<file path="src/rtl/fpga_comm_pkg.sv">
// Shared types and default constants for the FPGA-to-FPGA serial link.
package fpga_comm_pkg;

    typedef enum logic [1:0] {
        IDLE  = 2'd0,
        SHIFT = 2'd1,
        GAP   = 2'd2
    } tx_state_t;

    localparam int unsigned FPGA_DATA_WIDTH = 8;
    localparam int unsigned FPGA_BIT_PERIOD = 4;
    localparam int unsigned FPGA_GAP_CYCLES = 2;

    // Counter width for a modulo-v count, never narrower than one bit.
    function automatic int unsigned clog2_min1(input int unsigned v);
        return (v <= 2) ? 1 : $clog2(v);
    endfunction

endpackage

</file>
<file path="src/rtl/fpga_bit_timer.sv">
// Bit-period timer: counts 0..BIT_PERIOD-1 while enabled and ticks on the last count.
module fpga_bit_timer
    import fpga_comm_pkg::*;
#(
    parameter int unsigned BIT_PERIOD = FPGA_BIT_PERIOD
) (
    input  logic clock,
    input  logic reset,
    input  logic en,
    input  logic clr,
    output logic tick
);

    localparam int unsigned   CW   = clog2_min1(BIT_PERIOD);
    localparam logic [CW-1:0] LAST = CW'(BIT_PERIOD - 1);

    logic [CW-1:0] cyc_cnt_q, cyc_cnt_d;

    always_comb begin
        cyc_cnt_d = cyc_cnt_q;
        tick      = 1'b0;
        if (clr) begin
            cyc_cnt_d = '0;
        end else if (en) begin
            if (cyc_cnt_q == LAST) begin
                tick      = 1'b1;
                cyc_cnt_d = '0;
            end else begin
                cyc_cnt_d = cyc_cnt_q + 1'b1;
            end
        end
    end

    always_ff @(posedge clock or negedge reset) begin
        if (!reset) begin
            cyc_cnt_q <= '0;
        end else begin
            cyc_cnt_q <= cyc_cnt_d;
        end
    end

endmodule

</file>
<file path="src/rtl/fpga_shift_transmitter.sv">
// Serial link transmitter: valid/ready word in, MSB-first bits out with a per-bit shift strobe.
// Define FPGA_TX_PARITY_EN to append an even-parity bit after the LSB.
module fpga_shift_transmitter
    import fpga_comm_pkg::*;
#(
    parameter int unsigned DATA_WIDTH = FPGA_DATA_WIDTH,
    parameter int unsigned BIT_PERIOD = FPGA_BIT_PERIOD,
    parameter int unsigned GAP_CYCLES = FPGA_GAP_CYCLES
) (
    input  logic                  clock,
    input  logic                  reset,
    input  logic [DATA_WIDTH-1:0] data_in,
    input  logic                  load,
    output logic                  ready,
    output logic                  serial_out,
    output logic                  shift_out,
    output logic                  busy,
    output logic                  done
);

`ifdef FPGA_TX_PARITY_EN
    localparam int unsigned PAR = 1;
`else
    localparam int unsigned PAR = 0;
`endif
    localparam int unsigned    FW       = DATA_WIDTH + PAR;
    localparam int unsigned    BCW      = $clog2(FW + 1);
    localparam logic [BCW-1:0] BIT_LAST = BCW'(FW - 1);
    localparam int unsigned    GCW      = clog2_min1(GAP_CYCLES);
    localparam logic [GCW-1:0] GAP_LAST = GCW'((GAP_CYCLES > 0) ? GAP_CYCLES - 1 : 0);

    tx_state_t      state_q, state_d;
    logic [FW-1:0]  shreg_q, shreg_d;
    logic [BCW-1:0] bit_cnt_q, bit_cnt_d;
    logic [GCW-1:0] gap_cnt_q, gap_cnt_d;
    logic           serial_q, serial_d;
    logic           done_q, done_d;
    logic [FW-1:0]  capture;
    logic           tick;

    fpga_bit_timer #(
        .BIT_PERIOD (BIT_PERIOD)
    ) u_bit_timer (
        .clock (clock),
        .reset (reset),
        .en    (state_q == SHIFT),
        .clr   (state_q == IDLE),
        .tick  (tick)
    );

    always_comb begin
`ifdef FPGA_TX_PARITY_EN
        capture = {data_in, ^data_in};
`else
        capture = data_in;
`endif
    end

    // serial_q is loaded one edge ahead so it already holds the next bit when the strobe fires.
    always_comb begin
        state_d   = state_q;
        shreg_d   = shreg_q;
        bit_cnt_d = bit_cnt_q;
        gap_cnt_d = gap_cnt_q;
        serial_d  = serial_q;
        done_d    = 1'b0;
        case (state_q)
            IDLE: begin
                serial_d = 1'b0;
                if (load) begin
                    shreg_d   = capture;
                    bit_cnt_d = '0;
                    serial_d  = capture[FW-1];
                    state_d   = SHIFT;
                end
            end
            SHIFT: begin
                if (tick) begin
                    shreg_d   = {shreg_q[FW-2:0], 1'b0};
                    bit_cnt_d = bit_cnt_q + 1'b1;
                    if (bit_cnt_q == BIT_LAST) begin
                        done_d    = 1'b1;
                        serial_d  = 1'b0;
                        gap_cnt_d = '0;
                        state_d   = (GAP_CYCLES == 0) ? IDLE : GAP;
                    end else begin
                        serial_d = shreg_q[FW-2];
                    end
                end
            end
            GAP: begin
                serial_d = 1'b0;
                if (gap_cnt_q == GAP_LAST) begin
                    state_d = IDLE;
                end else begin
                    gap_cnt_d = gap_cnt_q + 1'b1;
                end
            end
            default: begin
                state_d  = IDLE;
                serial_d = 1'b0;
            end
        endcase
    end

    always_ff @(posedge clock or negedge reset) begin
        if (!reset) begin
            state_q   <= IDLE;
            shreg_q   <= '0;
            bit_cnt_q <= '0;
            gap_cnt_q <= '0;
            serial_q  <= 1'b0;
            done_q    <= 1'b0;
        end else begin
            state_q   <= state_d;
            shreg_q   <= shreg_d;
            bit_cnt_q <= bit_cnt_d;
            gap_cnt_q <= gap_cnt_d;
            serial_q  <= serial_d;
            done_q    <= done_d;
        end
    end

    always_comb begin
        ready      = (state_q == IDLE);
        busy       = (state_q != IDLE);
        serial_out = serial_q;
        shift_out  = tick;
        done       = done_q;
    end

endmodule

</file>
<file path="config.mk">
export PLATFORM = sky130hd
export DESIGN_NAME = fpga_shift_transmitter
export DESIGN_NICKNAME = d
export VERILOG_FILES = /design/src/rtl/fpga_comm_pkg.sv /design/src/rtl/fpga_bit_timer.sv /design/src/rtl/fpga_shift_transmitter.sv
export SDC_FILE = /design/constraint.sdc
export NUM_CORES = 1
export LEC_CHECK = 0
export CORE_MARGIN = 1.5
export CORE_UTILIZATION = 50
export DETAILED_ROUTE_END_ITERATION = 8
export PLACE_DENSITY = 0.77
export SETUP_SLACK_MARGIN = 0.05
export SYNTH_ARGS = -nofsm -noshare
export SYNTH_HDL_FRONTEND = slang
export SYNTH_SLANG_ARGS = --single-unit
</file>
<file path="constraint.sdc">
create_clock -name clock -period 1.85 [get_ports clock]
set_input_delay 0.185 -clock clock [delete_from_list [all_inputs] [get_ports clock]]
set_output_delay 0.185 -clock clock [all_outputs]
set_load 0.1 [all_outputs]
</file>
Yosys cells after proc, flatten, opt, wreduce, memory -nomap -nowiden
Cells that the tools add are included.
Storage, ports and cells
  bits in registers: 18
  output and inout port bits: 5
  word-level logic and storage cells: 53
Operators by class
  $add $sub $neg: 3
  eq/ne operators: 8
  multiplexer cells: 28
  reduce and logical (&&, ||, !) cells: 7
Operators by type and width (count)
  $mux W2: 7
  $mux W7: 2
  $pmux W7 S2: 1
  $mux W1: 12
  $mux W4: 2
  $ne A2 B2 Y1 const B: 4
  $pmux W4 S2: 1
  $pmux W2 S3: 1
  $reduce_and A3 Y1: 2
  $reduce_bool A2 Y1: 3
  $add A4 B1 Y4 const B: 1
  $eq A2 B2 Y1 const B: 2
  $eq A4 B3 Y1 const B: 1
  $pmux W1 S2: 2
  $reduce_and A4 Y1: 1
  $add A2 B1 Y2 const B: 1
  $eq A2 B1 Y1 const B: 1
  $logic_not A2 Y1: 1
  $add A1 B1 Y1 const B: 1

Logic depth before layout (Yosys ltp)
Gate-level depths: netlist (run 1).
  depth after elaboration: 6
  gate-level depth with buffers: 5
  depth with buffers taken out: 4

By module
A second synthesis (run 1) with hierarchy kept.
Second synthesis, totals
  cell total of the unflattened synthesis: 79
  area, all modules: 904.6 µm²
Modules (own cells, without submodules)
  fpga_shift_transmitter: times used 1, cells each 69, area each 797.0 µm², sequential area each 400.4 µm²
  fpga_bit_timer: times used 1, cells each 10, area each 107.6 µm², sequential area each 50.0 µm²

Worst setup path after synthesis (run 1)
No wires, ideal clock.
  path type: register to output
  start point: reg state_q[1]
  end point: out busy
  arrival: 2.807 ns
  required time: 1.665 ns
  slack: -1.142 ns
  cell stages (with the launch flop): 4
  buffers on the path: 1
  cell sequence: dfrtp_1 buf_2 nor2_1 inv_1
Between the ends
  word-level cells in the longest chain between the ends: 1
Ends and longest elaborated chain
  start, declared: line fpga_shift_transmitter.sv:32  | tx_state_t state_q, state_d;
  start signal, assigned: line fpga_shift_transmitter.sv:115  | state_q <= state_d;
  $reduce_bool A2 Y1: line fpga_shift_transmitter.sv:126  | busy = (state_q != IDLE);
  end, declared: line fpga_shift_transmitter.sv:17  | output logic busy,
No other way between the ends.

Final worst setup path (run 1)
  start point: reg u_bit_timer.cyc_cnt_q[1]
  end point: out shift_out
Between the ends
  word-level cells in the longest chain between the ends: 4
Ends and longest elaborated chain
  start, declared: line fpga_bit_timer.sv:17  | logic [CW-1:0] cyc_cnt_q, cyc_cnt_d;
  start signal, assigned: line fpga_bit_timer.sv:38  | cyc_cnt_q <= cyc_cnt_d;
  $eq A2 B2 Y1: line fpga_bit_timer.sv:25  | if (cyc_cnt_q == LAST) begin
  $mux W1: line fpga_bit_timer.sv:25
  $mux W1: line fpga_bit_timer.sv:24  | end else if (en) begin
  $mux W1: line fpga_bit_timer.sv:22  | if (clr) begin
  end, declared: line fpga_shift_transmitter.sv:16  | output logic shift_out,
No other way between the ends.

==> results.yml, run 1 <==
worst_setup_path:
  cp_slowest_cell: "dfrtp_1"
  r2r-end: "shreg_q[6]"
  path_delay_family: "flip-flops"
  critPathArrivalTime_ns: 1.46
  r2r_setup_slack_ns: 0.25
  path_cells: "ha_1, buf_4, nand2_1, nor2_2, buf_12"
  crit_type: "flop to primary output"
  required_ns: 1.66
  cp-end-kind: "primary output"
  start_kind: "flop"
  reg2regPathDepth: 4
  crit_fanout: 6
  timing.rr.start: "state_q[1]"
  slowest_delay_ns: 0.38
  worst-path-buf-inv: 2
place:
  dp.cells: 114
  io_buffers: 15
  gp_congestion: 0.835
  place_area_um2: 1110
  post-place-ws_ns: 0.259
  dp_hpwl_um: 1330
hold_path:
  hold_path_class: "input port to async pin"
logic_synthesis:
  synth_seq_cells: 18
  async_flop_share: 1.00
  yosysMostFrequentCell: "dfrtp_1"
  postSynthCellCount: 81
  yosysSeqAreaShare: 0.511
  synth_commonest_cells: "dfrtp_1 (18), mux2_2 (12), nand2_1 (8), nor2_1 (8), o21ai_0 (5)"
  synthTopCellsByArea: "dfrtp_1 (51%), mux2_2 (15%), nand2_1 (3.4%)"
  syn_area_um2: 882
  synth-main-ff-cell: "dfrtp_1"
  yosysUniqueCellTypes: 26
  synth_edf_count: 0
  avgSynthCellArea_um2: 10.9
  synth_top_area_frac: 0.511
  synth_top_area_cell: "dfrtp_1"
  syn-num-nets: 94
  yosys_warnings: 0
flow_run:
  drv_cap: 0
sta:
  finalSetupTns_ns: 0
  slew_headroom: 0.770
  maxSlewViolCount: 0
  hold_viol: 0
  skew_ns: 0.00668
  holdWs_ns: 0.193
  fmax_mhz: 607
  fin_ws_ns: 0.204
  worst_slew_pin_slew_ns: 0.339
  period_share: 0.890
  rsz0062_at_grt: "false"
  setup-violations-final: 0
  final.min_clock_period_ns: 1.65
floorplanning:
  fp.dieH_um: 45
  placementRows: 14
  start_util: 0.560
  core_um2: 1580
  ioPinCount: 16
  dieArea_um2: 2030
  die_w_um: 45
global_route:
  grt_overflow: 0
  grt_pass1_wl_um: 2820
  antenna_found_initial: 0
  grt_max_degree: 19
  track_usage: 0.203
  grt_pass1_vias: 631
pwr:
  p_leak_nw: 0.535
  total_power_mw: 1.84
  pwr_density_cell_nw_per_um2: 1620
  vdd_drop_max_uv: 888
clock_tree:
  root_buffer: "clkbuf_4"
  numCtsBuffers: 3
  hold_buffers: 0
  postCtsSetupBuffers: 0
  h-tree-depth: 1
  clk_pin_slew_ns: 0.10
  cts.repair.resized: 0
  clk_latency_ns: 0.30
  cts_tree: "done"
  clk_path_buf_depth: 2
  cts_num_sinks: 18
route:
  dr.pass1.iters: 4
  drt_iter0_drc: 10
  ant_nets: 0
  viasPerCell: 5.72
  num_vias: 669
  wl_per_cell_um: 14.1
  routed_wl_um: 1650
  drcViolationCount: 0
layout:
  drive_gt1_frac: 0.307
  syn_to_final_growth_pct: 28.5
  antenna_cells: 0
  final_area_um2: 1130
  final_util: 0.719
  fin_cells: 117
  nets: 116
status:
  status: "finished, final reports clean"
[logic make-up (layout without fill, tap and decap cells)]
kind of cell,Yosys count,in the layout,share of synthesized area
muxes,15,15,0.191
AOI/OAI and AO/OA,13,13,0.0950
DFF,18,18,0.511
adders and majority gates,2,2,0.0284
and+or+nand+nor,26,26,0.138
buffers and inverters,7,27,0.0369
[placed cells by master (no fill, tap or decap)]
cell type and count:
a21oi_1 1, a22o_1 1, a22oi_1 1, a31o_2 1, a31oi_1 1, buf_12 3, buf_4 8, clkbuf_4 3
clkdlybuf4s50_1 10, dfrtp_1 18, ha_1 2, inv_1 3, mux2_2 12, mux2i_1 2, mux2i_2 1, nand2_1 8
nand3_1 3, nand3b_1 2, nand4_1 1, nor2_1 6, nor2_2 2, nor2_4 1, nor2b_1 1, nor3_1 1
o21ai_0 5, o21bai_1 1, o31ai_1 2, or4_1 1
[registers in the layout, summed over array words and instances (netlist names)]
signal	flops
state_q	2
serial_out	1
gap_cnt_q	1
u_bit_timer.cyc_cnt_q	2
done	1
bit_cnt_q	4
shreg_q	7
[report_power, final]
part | internal [mW] | switching [mW]
Sequential | 0.536 | 0.111
Combinational | 0.426 | 0.575
Clock | 0.0760 | 0.118
[layout make-up]
class	instances	area (um^2)
well taps	16	20.0
multi-input cells	56	409
fillers	114	443
flip-flops and latches	18	450
clock buffers	3	22.5
inverters	3	11.3
repair buffers	21	220
[worst max path at each step]
stage / depth (start not counted) / start / to
floorplan: 3 / state_q[1] / busy
global placement: 4 / load / shreg_q[2]
detailed placement: 4 / state_q[1] / shreg_q[6]
CTS: 5 / u_bit_timer.cyc_cnt_q[0] / shift_out
global route: 5 / u_bit_timer.cyc_cnt_q[0] / shift_out
finish: 5 / u_bit_timer.cyc_cnt_q[1] / shift_out
[per-layer routing]
layer  track usage  part of all wire
met5             0                 0
met4        0.0882             0.012
met3        0.0600             0.041
met2         0.306              0.49
met1         0.274              0.45
(Power assumes the default switching activity.)
==> run 2, diff against run 1 <==
- CORE_UTILIZATION: 50 -> 53
- CTS_BUF_LIST: not set -> sky130_fd_sc_hd__clkbuf_4
- PLACE_DENSITY: 0.77 -> 0.81
==> run 2 against run 1 <==
Sequential cell count did not move. Worst setup slack got worse by 0.036 ns. Total power fell by 0.61%. Count of clock-buffer cells in the layout did not move. Worst hold slack improved by 0.024 ns. Utilization rose by 2.2 points. Via count fell by 0.90%. Sequential power fell by 3%. Critical endpoint unchanged. Largest power group unchanged.
==> results.yml, run 2 (synthesis results as in run 1) <==
floorplanning:
  placementRows: 14
  die_w_um: 43.8
  start_util: 0.579
  fp.dieH_um: 43.8
  dieArea_um2: 1920
  core_um2: 1520
  ioPinCount: 16
route:
  wl_per_cell_um: 13.8
  drcViolationCount: 0
  ant_nets: 0
  num_vias: 663
  routed_wl_um: 1610
  viasPerCell: 5.67
  drt_iter0_drc: 5
  dr.pass1.iters: 4
layout:
  register_area_um2: 450
  antenna_cells: 0
  fill_cells: 107
  top_register: "shreg_q"
  final_cell_mix: "dfrtp_1 (18), mux2_2 (12), clkdlybuf4s50_1 (10)"
  multi_input_area_um2: 409
  nets: 115
  largest_reg_flops: 7
  final_common_cell: "dfrtp_1"
  drive_gt1_frac: 0.297
  syn_to_final_growth_pct: 28.1
  reg_top3: "shreg_q x7, bit_cnt_q x4"
place:
  io_buffers: 15
  post-place-ws_ns: 0.169
  gp_congestion: 0.862
  dp_hpwl_um: 1210
worst_setup_path:
  path_delay_family: "flip-flops"
  start_kind: "flop"
  required_ns: 1.66
  worst-path-buf-inv: 2
  cp_slowest_cell: "dfrtp_1"
  timing.rr.start: "u_bit_timer.cyc_cnt_q[0]"
  cp-end-kind: "primary output"
  crit_path_start: "u_bit_timer.cyc_cnt_q[0]"
  critPathArrivalTime_ns: 1.50
  slowest_delay_ns: 0.39
  path_cells: "ha_1, buf_4, nand2_1, nor2_2, buf_12"
  crit_type: "flop to primary output"
  crit_fanout: 6
global_route:
  grt_max_degree: 19
  grt_overflow: 0
  track_usage: 0.213
  grt_pass1_wl_um: 2900
  antenna_found_initial: 0
  grt_pass1_vias: 653
clock_tree:
  cts_num_sinks: 18
  root_buffer: "clkbuf_4"
  hold_buffers: 0
  clk_pin_slew_ns: 0.10
  clk_latency_ns: 0.29
  clk_path_buf_depth: 2
  cts_tree: "done"
  cts.repair.resized: 0
  postCtsSetupBuffers: 0
  h-tree-depth: 1
  numCtsBuffers: 3
sta:
  fmax_mhz: 594
  maxSlewViolCount: 0
  hold_viol: 0
  fin_ws_ns: 0.168
  skew_ns: 0.00488
  setup-violations-final: 0
  worst_slew_pin_slew_ns: 0.310
  final.min_clock_period_ns: 1.68
  period_share: 0.909
  rsz0062_at_grt: "false"
  slew_headroom: 0.789
  finalSetupTns_ns: 0
flow_run:
  drv_cap: 0
status:
  status: "finished, final reports clean"
pwr:
  p_leak_nw: 0.532
  vdd_drop_max_uv: 1040
  pwr_density_cell_nw_per_um2: 1620
hold_path:
  hold_path_class: "input port to async pin"
-- run 2: cell count changes in the layout (fill, tap and decap cells not counted) --
cell / delta
clkinv_1: +1
buf_4: -1
-- run 2: layout make-up --
cell class	count	share of cell area
Sequential cell	18	0.399
Multi-Input combinational cell	56	0.362
Timing Repair Buffer	20	0.188
Clock buffer	3	0.0199
Tap cell	16	0.0177
Inverter	3	0.00997
Clock inverter	1	0.00332
-- run 2: worst reg2reg max path: stages, from the launching register on --
cell	delay, ns
dfrtp_1	0.39
ha_1	0.21
mux2i_2	0.12
nor2_2	0.29
mux2_2	0.37
-- run 2: final timing paths --
check | endpoint | depth (start not counted) | slack, ns
worst max-delay path | shift_out | 5 | 0.17
max in group asynchronous | done | 2 | 1.44
worst max register to register | shreg_q[5] | 4 | 0.36
min in group clock | shreg_q[0] | 3 | 0.45
worst min register to register | shreg_q[4] | 1 | 0.51
worst min-delay path | bit_cnt_q[3] | 2 | 0.22
-- run 2: metrics by stage --
stage	power, mW	util	instances	instance area [um^2]	hold slack [ns]
6_report	1.83	0.741	117	1130	0.216
5_1_grt	1.95	0.741	117	1130	0.231
4_1_cts	1.85	0.741	117	1130	0.228
3_5_place_dp	1.64	0.724	113	1100	0.493
3_3_place_gp	1.61	0.724	113	1100	0.482
2_1_floorplan	1.35	-	81	892	-0.111
-- run 2: power by group --
part           switching (mW)  internal [mW]
logic                   0.577          0.422
registers              0.0952          0.535
clock network           0.122         0.0786
total                   0.794           1.04
-- run 2: layer usage --
metal | vias up | wire length [um] | GRT usage
met5 | - | 0 | 0
met4 | 0 | 32 | 0.121
met3 | 4 | 55 | 0.0417
met2 | 16 | 799 | 0.341
met1 | 318 | 722 | 0.266
li1 | 325 | - | -
==> patch: new RTL, config.mk and constraints of run 2 <==
`FPGA_GAP_CYCLES`: 2 -> 1.
--- a/src/rtl/fpga_comm_pkg.sv
+++ b/src/rtl/fpga_comm_pkg.sv
@@ -10,5 +10,5 @@
     localparam int unsigned FPGA_DATA_WIDTH = 8;
     localparam int unsigned FPGA_BIT_PERIOD = 4;
-    localparam int unsigned FPGA_GAP_CYCLES = 2;
+    localparam int unsigned FPGA_GAP_CYCLES = 1;
 
     // Counter width for a modulo-v count, never narrower than one bit.
Formal check against the unedited RTL: same outputs for any inputs over 10 cycles, from zero or initial values and one cycle with reset low; that may be too few to reach the edited logic, so the function may still have changed.
==> patch against run 2 <==
Area after synthesis decreased by 7.0%; via count down 8.4%; sequential cell count down 1; die area decreased by 6.5%; cell area is 6.3% lower; wire length decreased by 14%; worst setup slack got worse by 0.015 ns; total power down 11%; largest power group unchanged.
==> patch: results (changes against run 2) <==
{| class="wikitable"
! Metric !! Value
|-
| Outcome || finished, final reports clean
|-
| Detailed-placement wirelength estimate || 1.04 mm (-13%)
|-
| Vias per cell || 5.57 (-1.7%)
|-
| Number of library cell types mapped by synthesis || 27 (+3.8%)
|-
| Peak fanout along the critical path || 9 (+3)
|-
| Number of violations reported at the end of detailed-routing iteration 0 || 9 (+4)
|-
| Total power density per cell area || 1540 nW/um^2 (-4.8%)
|-
| Routed length on met2 || 644 um (-19%)
|-
| Final GP Congestion || 0.760 (-12%)
|-
| GRT Total Usage || 18.7% (-2.6 points)
|-
| Wire length on met3 || 71 um (+29%)
|-
| FF-to-FF path depth || 5 (+1)
|-
| Number of gates resized after CTS || 1 (+1)
|-
| Layout cells sized above 1 || 20.4% (-9.3 points)
|-
| Leading post-synthesis cells by cell area || sky130_fd_sc_hd__dfrtp_1, sky130_fd_sc_hd__mux2i_1, sky130_fd_sc_hd__a22o_1
|-
| Final wirelength || 1.39 mm (-14%)
|-
| Smallest setup slack after layout || 0.153 ns (-0.0147 ns)
|-
| Total area of multi-input combinational cells || 375 sq um (-8.3%)
|-
| Final Net Count || 107 (-7.0%)
|-
| Wire length per cell || 12.7 um (-7.4%)
|-
| Via count of the first global-routing pass || 618 (-5.4%)
|-
| Fraction of power spent switching nets || 42.5% (-0.93 points)
|-
| Leakage power summed over all cells || 0.000503 uW (-5.4%)
|-
| Complex-gate fraction of the synthesized area || 11.1% (+1.6 points)
|-
| Wire length of the first global-routing pass || 2.53 mm (-13%)
|-
| Worst rel slew slack || 69.8% (-9.1 points)
|-
| Pin count of the biggest net entering global routing || 18 (-1)
|-
| Synthesized Nets || 88 (-6.4%)
|-
| Terminus of the critical flop-to-flop path || bit_cnt_q[0]$_DFFE_PN0P_
|-
| Portion of the post-synthesis area used by sequential elements || 51.8% (+0.77 points)
|-
| Power in sequential cells || 598 uW (-5.1%)
|-
| Instance count of the mapped netlist || 75 (-7.4%)
|-
| Proportion of synthesized area in mux cells || 11.3% (-7.9 points)
|-
| Worst-case setup slack after placement || 0.271 ns (+0.102 ns)
|-
| Clock network power || 208 uW (+4%)
|-
| Final-layout fill cell count || 99 (-7.5%)
|-
| Peak supply drop || 1010 uV (-2.2%)
|}
patch: cell count changes after synthesis, sizes merged, moves of 2 or more:
cell	change
a22o	+3
nand3	+4
mux2	-10
o21ai	+2
nand2	-3
o31ai	-2
mux2i	+4
patch: critical path, cell delays in order (launching register included):
cell and delay, ns:
sky130_fd_sc_hd__dfrtp_1 0.41, sky130_fd_sc_hd__ha_1 0.32, sky130_fd_sc_hd__nand3b_4 0.18, sky130_fd_sc_hd__inv_4 0.14, sky130_fd_sc_hd__buf_12 0.18
patch: routing by layer:
metal | vias up | global-route usage, %
li1 | 308 | -
met5 | - | 0
met3 | 2 | 5.60
met2 | 15 | 28.9
met1 | 282 | 24.4
met4 | 0 | 7.50
patch: area by class of cell:
cell class,count,share of cell area [%]
repair buffers,18,18.7
flip-flops and latches,17,40.2
clock buffers,4,2.84
inverters,2,0.946
well taps,16,1.89
multi-input cells,52,35.5
